<file path="config.mk">
export PLATFORM = sky130hd
export DESIGN_NAME = seg_scan_display
export DESIGN_NICKNAME = d
export VERILOG_FILES = /design/src/rtl/seg_scan_display_pkg.sv /design/src/rtl/seg_scan_display_bin2bcd.sv /design/src/rtl/seg_scan_display.sv
export SDC_FILE = /design/constraint.sdc
export NUM_CORES = 1
export LEC_CHECK = 0
export CAP_MARGIN = 5
export CELL_PAD_IN_SITES_DETAIL_PLACEMENT = 0
export CELL_PAD_IN_SITES_GLOBAL_PLACEMENT = 1
export CORE_ASPECT_RATIO = 2
export CORE_MARGIN = 1.5
export CORE_UTILIZATION = 41
export CTS_CLUSTER_SIZE = 12
export DETAILED_ROUTE_END_ITERATION = 7
export PLACE_DENSITY = 0.75
export SYNTH_ARGS = -nofsm -noshare
export SYNTH_HDL_FRONTEND = slang
export SYNTH_SLANG_ARGS = --single-unit
</file>
<file path="constraint.sdc">
create_clock -name clk -period 2.1 [get_ports clk]
set_input_delay 0.42 -clock clk [delete_from_list [all_inputs] [get_ports clk]]
set_output_delay 0.42 -clock clk [all_outputs]
set_load 0.01 [all_outputs]
</file>
<file path="src/rtl/seg_scan_display_pkg.sv">
`default_nettype none
// ------------------------------------------------------------------
// seg_scan_display_pkg : shared constants and types (rev 1.0)
// ------------------------------------------------------------------
package seg_scan_display_pkg;

  // Segment order {g,f,e,d,c,b,a}, active low.
  localparam logic [6:0] SEG_0     = 7'h40;
  localparam logic [6:0] SEG_1     = 7'h79;
  localparam logic [6:0] SEG_2     = 7'h24;
  localparam logic [6:0] SEG_3     = 7'h30;
  localparam logic [6:0] SEG_4     = 7'h19;
  localparam logic [6:0] SEG_5     = 7'h12;
  localparam logic [6:0] SEG_6     = 7'h02;
  localparam logic [6:0] SEG_7     = 7'h78;
  localparam logic [6:0] SEG_8     = 7'h00;
  localparam logic [6:0] SEG_9     = 7'h10;
  localparam logic [6:0] SEG_BLANK = 7'h7F;

  localparam int DISP_MAX = 9999;

  typedef enum logic [1:0] {
    ST_IDLE  = 2'd0,
    ST_SHIFT = 2'd1,
    ST_DONE  = 2'd2
  } conv_state_t;

  function automatic logic [6:0] seg_decode(input logic [3:0] nib);
    logic [6:0] s;
    case (nib)
      4'd0:    s = SEG_0;
      4'd1:    s = SEG_1;
      4'd2:    s = SEG_2;
      4'd3:    s = SEG_3;
      4'd4:    s = SEG_4;
      4'd5:    s = SEG_5;
      4'd6:    s = SEG_6;
      4'd7:    s = SEG_7;
      4'd8:    s = SEG_8;
      4'd9:    s = SEG_9;
      default: s = SEG_BLANK;
    endcase
    return s;
  endfunction

endpackage
`default_nettype wire

</file>
<file path="src/rtl/seg_scan_display_bin2bcd.sv">
`default_nettype none
// ------------------------------------------------------------------
// bin2bcd_seq : sequential double-dabble binary to 4-digit BCD (rev 1.0)
// ------------------------------------------------------------------
module bin2bcd_seq
  import seg_scan_display_pkg::*;
#(
  parameter int BIN_W = 14
) (
  input  logic             clk,
  input  logic             rst,
  input  logic             start,
  input  logic [BIN_W-1:0] bin,
  output logic             busy,
  output logic             done,
  output logic [15:0]      bcd
);

  localparam int CNT_W = $clog2(BIN_W);

  conv_state_t      state;
  logic [BIN_W-1:0] bin_q;
  logic [15:0]      acc;
  logic [15:0]      adj;
  logic [CNT_W-1:0] cnt;

  always_comb begin
    adj = acc;
    for (int i = 0; i < 4; i++) begin
      if (acc[4*i +: 4] >= 4'd5) adj[4*i +: 4] = acc[4*i +: 4] + 4'd3;
    end
  end

  // A start in any state reloads from the new snapshot.
  always_ff @(posedge clk or posedge rst) begin
    if (rst) begin
      state <= ST_IDLE;
      bin_q <= '0;
      acc   <= '0;
      cnt   <= '0;
      busy  <= 1'b0;
      done  <= 1'b0;
    end else if (start) begin
      state <= ST_SHIFT;
      bin_q <= bin;
      acc   <= '0;
      cnt   <= '0;
      busy  <= 1'b1;
      done  <= 1'b0;
    end else begin
      case (state)
        ST_SHIFT: begin
          acc   <= {adj[14:0], bin_q[BIN_W-1]};
          bin_q <= {bin_q[BIN_W-2:0], 1'b0};
          cnt   <= cnt + CNT_W'(1);
          if (cnt == CNT_W'(BIN_W - 1)) begin
            state <= ST_DONE;
            done  <= 1'b1;
          end
        end
        ST_DONE: begin
          state <= ST_IDLE;
          busy  <= 1'b0;
          done  <= 1'b0;
        end
        default: begin
          state <= ST_IDLE;
          busy  <= 1'b0;
          done  <= 1'b0;
        end
      endcase
    end
  end

  assign bcd = acc;

endmodule
`default_nettype wire

</file>
<file path="src/rtl/seg_scan_display.sv">
`default_nettype none
// ------------------------------------------------------------------
// seg_scan_display : 4-digit multiplexed common-anode 7-seg driver (rev 1.0)
// ------------------------------------------------------------------
module seg_scan_display
  import seg_scan_display_pkg::*;
#(
  parameter int BIN_W    = 14,
  parameter bit LZ_BLANK = 1'b1,
  parameter int N_DIGITS = 4
) (
  input  logic             clk,
  input  logic             rst,
  input  logic             segclk,
  input  logic [BIN_W-1:0] score,
  input  logic             blank,
  output logic [3:0]       an,
  output logic [6:0]       seg,
  output logic             dp,
  output logic             busy
);

  localparam int IDX_W = $clog2(N_DIGITS);

  logic [1:0]       sync_q;
  logic             sync_prev;
  logic [1:0]       fill;
  logic             armed;
  logic             scan_tick;
  logic [IDX_W-1:0] idx;
  logic [IDX_W-1:0] idx_next;
  logic             live;
  logic             live_next;
  logic             frame_start;
  logic [BIN_W-1:0] score_clamped;
  logic             conv_done;
  logic [15:0]      conv_bcd;
  logic [15:0]      disp;
  logic [3:0]       nib;
  logic             lz;
  logic [6:0]       digit_seg;

  // Edges are only armed once a low level has passed through the filled
  // synchroniser, so segclk already high at reset release yields no tick.
  always_ff @(posedge clk or posedge rst) begin
    if (rst) begin
      sync_q    <= '0;
      sync_prev <= 1'b0;
      fill      <= '0;
      armed     <= 1'b0;
      scan_tick <= 1'b0;
    end else begin
      sync_q    <= {sync_q[0], segclk};
      sync_prev <= sync_q[1];
      fill      <= {fill[0], 1'b1};
      armed     <= armed | (fill[1] & ~sync_q[1]);
      scan_tick <= armed & sync_q[1] & ~sync_prev;
    end
  end

  assign idx_next      = scan_tick ? idx + IDX_W'(1) : idx;
  assign live_next     = live | scan_tick;
  assign frame_start   = scan_tick && (idx == IDX_W'(N_DIGITS - 1));
  assign score_clamped = (score > BIN_W'(DISP_MAX)) ? BIN_W'(DISP_MAX) : score;

  bin2bcd_seq #(
    .BIN_W (BIN_W)
  ) u_bin2bcd (
    .clk   (clk),
    .rst   (rst),
    .start (frame_start),
    .bin   (score_clamped),
    .busy  (busy),
    .done  (conv_done),
    .bcd   (conv_bcd)
  );

  always_comb begin
    nib = disp[{idx_next, 2'b00} +: 4];
    case (idx_next)
      2'd1:    lz = (disp[15:4] == 12'd0);
      2'd2:    lz = (disp[15:8] == 8'd0);
      2'd3:    lz = (disp[15:12] == 4'd0);
      default: lz = 1'b0;
    endcase
    digit_seg = (LZ_BLANK && lz) ? SEG_BLANK : seg_decode(nib);
  end

  // Anodes stay dark until the first scan tick after reset.
  always_ff @(posedge clk or posedge rst) begin
    if (rst) begin
      idx  <= IDX_W'(N_DIGITS - 1);
      live <= 1'b0;
      disp <= '0;
      an   <= 4'hF;
      seg  <= SEG_BLANK;
    end else begin
      idx  <= idx_next;
      live <= live_next;
      if (conv_done) disp <= conv_bcd;
      if (live_next && !blank) begin
        an  <= ~(4'b0001 << idx_next);
        seg <= digit_seg;
      end else begin
        an  <= 4'hF;
        seg <= SEG_BLANK;
      end
    end
  end

  assign dp = 1'b1;

endmodule
`default_nettype wire

</file>
==> results of run 1 <==
-- worst paths after layout --
| kind | from | endpoint | slack [ps] |
|---|---|---|---|
| max | idx[0] | seg[6] | -10 |
| min | sync_q[0] | sync_q[1] | 350 |
| max reg2reg | idx[0] | seg[6] | -10 |
| min reg2reg | sync_q[0] | sync_q[1] | 350 |
| max in group asynchronous | rst | disp[1] | 1050 |
| min in group asynchronous | rst | disp[10] | 520 |
-- state kept, by name (all words and copies together) (netlist names), 4 cells and up --
signal           count
seg                  7
an                   4
u_bin2bcd.bcd       16
u_bin2bcd.bin_q     14
disp                16
u_bin2bcd.cnt        4
-- worst max-delay path: stages (launching register included) --
cell	delay, ps
dfstp_2	570
ha_4	210
mux2i_4	270
buf_12	180
inv_2	40
o21ai_1	60
nand2_1	80
a21oi_2	160
nand2_2	80
or3_4	390
-- metrics by stage --
| step | total power (W) | util [%] | cells | hold slack (ps) |
|---|---|---|---|---|
| 2_1_floorplan | 0.004172 | - | 344 | 331.2 |
| 3_3_place_gp | 0.004993 | 49.06 | 470 | 335.2 |
| 3_5_place_dp | 0.005076 | 49.06 | 470 | 345.7 |
| 4_1_cts | 0.006846 | 53.46 | 490 | 359.0 |
| 5_1_grt | 0.007443 | 54.19 | 490 | 367.4 |
| 6_report | 0.006914 | 54.19 | 490 | 352.6 |
-- routing by layer --
metal / vias to the layer above / share of wire [%]
met4: 0 / 3.9
met3: 21 / 3.0
met5: - / 0
li1: 1248 / -
met2: 54 / 56
met1: 1280 / 37
-- Yosys cell counts (4+ instances only) --
cell type,number
clkbuf_1,14
mux2_1,10
dfrtp_1,61
ha_1,11
a21oi_1,27
nand2_1,59
a31oi_1,9
nand3_1,8
o21ai_0,8
nor2_1,26
dfstp_2,13
xor2_1,4
o21ai_1,5
o22ai_1,6
xnor2_1,6
mux2_2,6
mux2i_1,13
nand2b_1,6
inv_1,16
-- layout make-up --
class                   count  share of cell area (%)
clock inverters             5                   1.894
inverters                  18                   1.587
multi-input cells         236                   35.70
clock buffers              11                   5.402
repair buffers             48                   11.11
well taps                  98                   2.729
flip-flops and latches     74                   41.58
-- cell families after synthesis --
| group | after synthesis |
|---|---|
| adder cells (fa/ha/maj) | 11 |
| AO/OA/AOI/OAI | 63 |
| AND/OR/NAND/NOR | 114 |
| multiplexers | 35 |
| other | 1 |
| flip-flops | 74 |
| buffers and inverters | 34 |
| XOR/XNOR | 11 |
-- report_power, final --
group          switching [W]  internal, W  leakage [nW]  total (W)
registers           0.000398      0.00198         0.921    0.00238
logic                0.00144      0.00143         0.937    0.00286
clock network       0.000593      0.00108         0.157    0.00167
total                0.00243      0.00449          2.02    0.00691
-- what timing repair did --
item | CTS | global route
cloned | 0 | 0
pin swaps | 0 | 2
hold buffers | 0 | 0
endpoints found under the setup margin | 3 | 7
gates resized for setup | 3 | 12
buffers inserted | 4 | 0
==> run_results.csv, run 1 <==
group,metric,value,unit
synth,syn_area,3525,um^2
status,status,"finished with violations",
synth,synth-simple-area-share,13.95,%
die,num_rows,47,
grt,use_met1,19.38,%
synth,yosysTopAreaCellShare,43.31,%
grt,use_met2,31.84,%
sta,relSlewSlack,60.77,%
sta,rsz0062_at_grt,"true",
clocking,tritoncts_num_sinks,74,
clocking,cts_buffers,9,
layout,regArea,1868,um^2
route,drcViolationCount,0,
sta,finalCritPeriodShare,100.6,%
route,vias_per_cell,5.312,
critical_path,worstPathRequired,2350,ps
layout,drive_gt1_share,20.15,%
die,ioPinCount,31,
clocking,cts-root-buf,"clkbuf_16",
route,drt_wl_total,7470,um
grt,grt_pass1_vias,2691,
worst_hold_path,min_path_type,"flip-flop to flip-flop",
synth,syn_inst,343,
sta,finalSetupTns,-14.88,ps
sta,final.setup.worst_slack,-13.52,ps
layout,nets,416,
run,cap_violations,0,
layout,fill_cells,740,
clocking,clk_path_buf_depth,2,
synth,yosysSeqAreaShare,53.00,%
critical_path,critPathArrivalTime,2370,ps
sta,worst_slew_pin_slew,587.2,ps
layout,n_antenna_cell,0,
grt,grt_pass1_wl,12540,um
status,failed_checks,"setup timing",
worst_hold_path,hold_path_depth,0,
critical_path,critPathCaptureType,"flip-flop",
grt,grt-busiest-layer,"met2",
grt,gr-usage-met3,3.943,%
clocking,clkLatencyLatePin,330,ps
sta,setup_viol,2,
synth,muxShareOfSynthArea,11.96,%
layout,syn_to_final_growth,27.48,%
route,first_pass_iters,4,
die,die_h,134.1,um
critical_path,crit_fanout,6,
synth,synthArstFlopShare,100.0,%
grt,antenna_found_initial,0,
sta,fmax,0.4731,GHz
route,vias,2603,
place,place_ws,-12.49,ps
synth,synth-adder-area-share,3.905,%
grt,grt_max_degree,33,
synth,ys_top_cells_by_area,"dfrtp_1 (43%), dfstp_2 (9.7%), nand2_1 (6.3%)",
synth,synth_top_family_by_area,"simple AND/OR/NAND/NOR gates",
pwr,p_leak,2.015,nW
route,wl_per_cell,15.24,um
synth,ys_seq_elements,74,
route,first_iter_violations,118,
clocking,cts_tree,"done",
sta,slew_viol_final,0,
critical_path,cp-start-kind,"flip-flop",
synth,yosys_warnings,0,
synth,syn_avg_cell_area,10.28,um^2
sta,period_minus_slack,2114,ps
synth,yosysTopAreaCell,"dfrtp_1",
die,dieArea,9195,um^2
synth,synth-compound-area-share,10.19,%
synth,ys.flop_type,"dfrtp_1",
layout,layout_commonest_cell,"dfrtp_1",
sta,finalHoldViolations,0,
grt,grtUsageTotal,18.32,%
layout,final_cell_area,4493,um^2
grt,overflow,0,
pwr,power_density,1539,nW/um^2
place,gp_congestion,0.8363,
clocking,cts_max_level,3,
route,ant_nets,0,
pwr,max-vdd-ir-drop,0.0007292,V
place,dp_hpwl,5202,um
synth,synth_edf_count,0,
layout,final_cell_mix,"dfrtp_1 (61), nand2_1 (58), clkdlybuf4s50_1 (29)",
critical_path,ff2ff_path_depth,9,
place,numPortBuffers,29,
sta,fin_worst_skew,4.275,ps
clocking,clk_pin_slew,60,ps
synth,synth_xor_xnor_area_share,2.946,%
die,coreArea,8292,um^2
layout,multi_input_area,1604,um^2
synth,yosys.cell_types.count,43,
die,initial_utilization,42.51,%
place,place_area,4068,um^2
critical_path,crit_type,"flip-flop to flip-flop",
die,die_w,68.56,um
(Power assumes the default switching activity.)
==> run 2: changes to the inputs <==
--- a/config.mk
+++ b/config.mk
@@ -8,12 +8,12 @@
 export CAP_MARGIN = 5
 export CELL_PAD_IN_SITES_DETAIL_PLACEMENT = 0
 export CELL_PAD_IN_SITES_GLOBAL_PLACEMENT = 1
-export CORE_ASPECT_RATIO = 2
+export CORE_ASPECT_RATIO = 0.7
 export CORE_MARGIN = 1.5
 export CORE_UTILIZATION = 41
-export CTS_CLUSTER_SIZE = 12
 export DETAILED_ROUTE_END_ITERATION = 7
 export PLACE_DENSITY = 0.75
+export SETUP_SLACK_MARGIN = 0.1
 export SYNTH_ARGS = -nofsm -noshare
 export SYNTH_HDL_FRONTEND = slang
 export SYNTH_SLANG_ARGS = --single-unit
==> run_results.csv, run 2 (synthesis results as in run 1) <==
group,metric,value,unit
layout,fill_cells,728,
place,dp_hpwl,4898,um
critical_path,critPathArrivalTime,2370,ps
place,gp_congestion,0.8378,
grt,grt_max_degree,44,
critical_path,cp-start-kind,"flip-flop",
clocking,tritoncts_num_sinks,74,
layout,utilization,55.21,%
grt,antenna_found_initial,0,
clocking,clk_path_buf_depth,2,
route,drt_wl_total,7360,um
route,vias_per_cell,5.065,
place,dp.cells,484,
critical_path,r2r_setup_slack,-5,ps
pwr,power_density,1503,nW/um^2
sta,slew_viol_final,0,
route,drcViolationCount,0,
grt,overflow,0,
sta,worst_slew_pin_slew,638.8,ps
status,failed_checks,"setup timing",
die,num_rows,28,
clocking,clkLatencyLatePin,340,ps
critical_path,ff2ff_path_depth,7,
pwr,max-vdd-ir-drop,0.0007300,V
layout,n_antenna_cell,0,
sta,finalCritPeriodShare,100.2,%
layout,multi_input_area,1675,um^2
critical_path,crit_fanout,5,
sta,setup_viol,1,
clocking,clk_pin_slew,60,ps
layout,regArea,1869,um^2
route,vias,2588,
place,place_ws,-158.8,ps
die,coreArea,8408,um^2
route,first_iter_violations,134,
die,ioPinCount,31,
sta,finalHoldViolations,0,
worst_hold_path,hp-start,"sync_q[0]",
layout,final_cell_area,4642,um^2
status,status,"finished with violations",
critical_path,rr_startpoint,"idx[0]",
layout,final_cell_mix,"dfrtp_1 (60), nand2_1 (58), clkdlybuf4s50_1 (29)",
die,initial_utilization,41.92,%
route,ant_nets,0,
worst_hold_path,min_path_type,"flip-flop to flip-flop",
sta,period_minus_slack,2105,ps
sta,fin_worst_skew,5.495,ps
critical_path,crit_type,"flip-flop to flip-flop",
route,wl_per_cell,14.40,um
clocking,cts_buffers,9,
place,numPortBuffers,29,
layout,stdcell_count,511,
die,die_w,113.8,um
pwr,p_leak,2.079,nW
critical_path,worstPathRequired,2370,ps
clocking,cts_max_level,3,
sta,final.setup.worst_slack,-4.603,ps
layout,syn_to_final_growth,31.70,%
sta,fmax,0.4751,GHz
die,die_h,80.58,um
grt,grt_pass1_vias,2609,
worst_hold_path,hold-path-endpoint,"sync_q[1]",
layout,layout_commonest_cell,"dfrtp_1",
pwr,total_power,0.006979,W
sta,relSlewSlack,57.02,%
grt,grtUsageTotal,18.36,%
worst_hold_path,hold_path_depth,0,
place,place_area,4104,um^2
grt,grt_pass1_wl,12970,um
clocking,cts-root-buf,"clkbuf_16",
route,first_pass_iters,5,
critical_path,timing.rr.end,"seg[3]",
sta,rsz0062_at_grt,"true",
critical_path,critPathCaptureType,"flip-flop",
layout,nets,430,
run,cap_violations,0,
layout,drive_gt1_share,22.91,%
die,dieArea,9171,um^2
clocking,cts_tree,"done",
run 2: how the worst max path moves through the flow:
| stage | endpoint | slack (ps) | from |
|---|---|---|---|
| global placement | seg[3] | -50 | idx[0] |
| detailed placement | seg[6] | -160 | idx[0] |
| global route | seg[3] | -70 | idx[0] |
| CTS | seg[3] | 10 | idx[1] |
| finish | seg[3] | -5 | idx[0] |
| floorplan | seg[3] | -90 | idx[1] |
run 2: what timing repair did:
item,CTS,global route
pin swaps,1,5
endpoints found under the setup margin,7,7
hold endpoints to repair,0,0
hold buffers,0,0
resized for setup,13,10
cloned,2,0
setup buffers,6,3
run 2: area by class of cell:
class / instances / area share, %
timing repair buffer: 61 / 13.18
sequential: 74 / 40.27
clock inverter: 4 / 0.5660
clock buffer: 12 / 5.526
inverter: 18 / 1.536
multi-input combinational: 237 / 36.09
tap: 105 / 2.830
run 2: power breakdown:
group          total (W)  leakage, nW  switching, W  internal (W)
registers        0.00239        0.920      0.000414       0.00198
logic            0.00314         1.02       0.00151       0.00163
clock network    0.00144        0.139      0.000579      0.000862
total            0.00698         2.08       0.00251       0.00447
run 2: through the flow:
stage / hold WS, ps / setup TNS [ps]
final: 347.6 / -4.603
after global routing: 352.0 / -206.3
after CTS: 349.5 / 0
after detailed placement: 336.2 / -655.5
after global placement: 336.4 / -92.46
after floorplan: 331.2 / -99.95
run 2: critical path, stage by stage, from the launching register on:
cell and delay, ps:
dfstp_2 580, ha_4 210, mux2i_4 180, buf_12 170, mux2i_4 280, and2b_4 230, a21o_1 140, a211o_1 240
run 2: routing by layer:
metal	part of all wire [%]	global-route usage (%)
met1	50	25.34
met2	46	28.25
met3	3.1	4.981
met4	0.94	5.625
met5	0	0
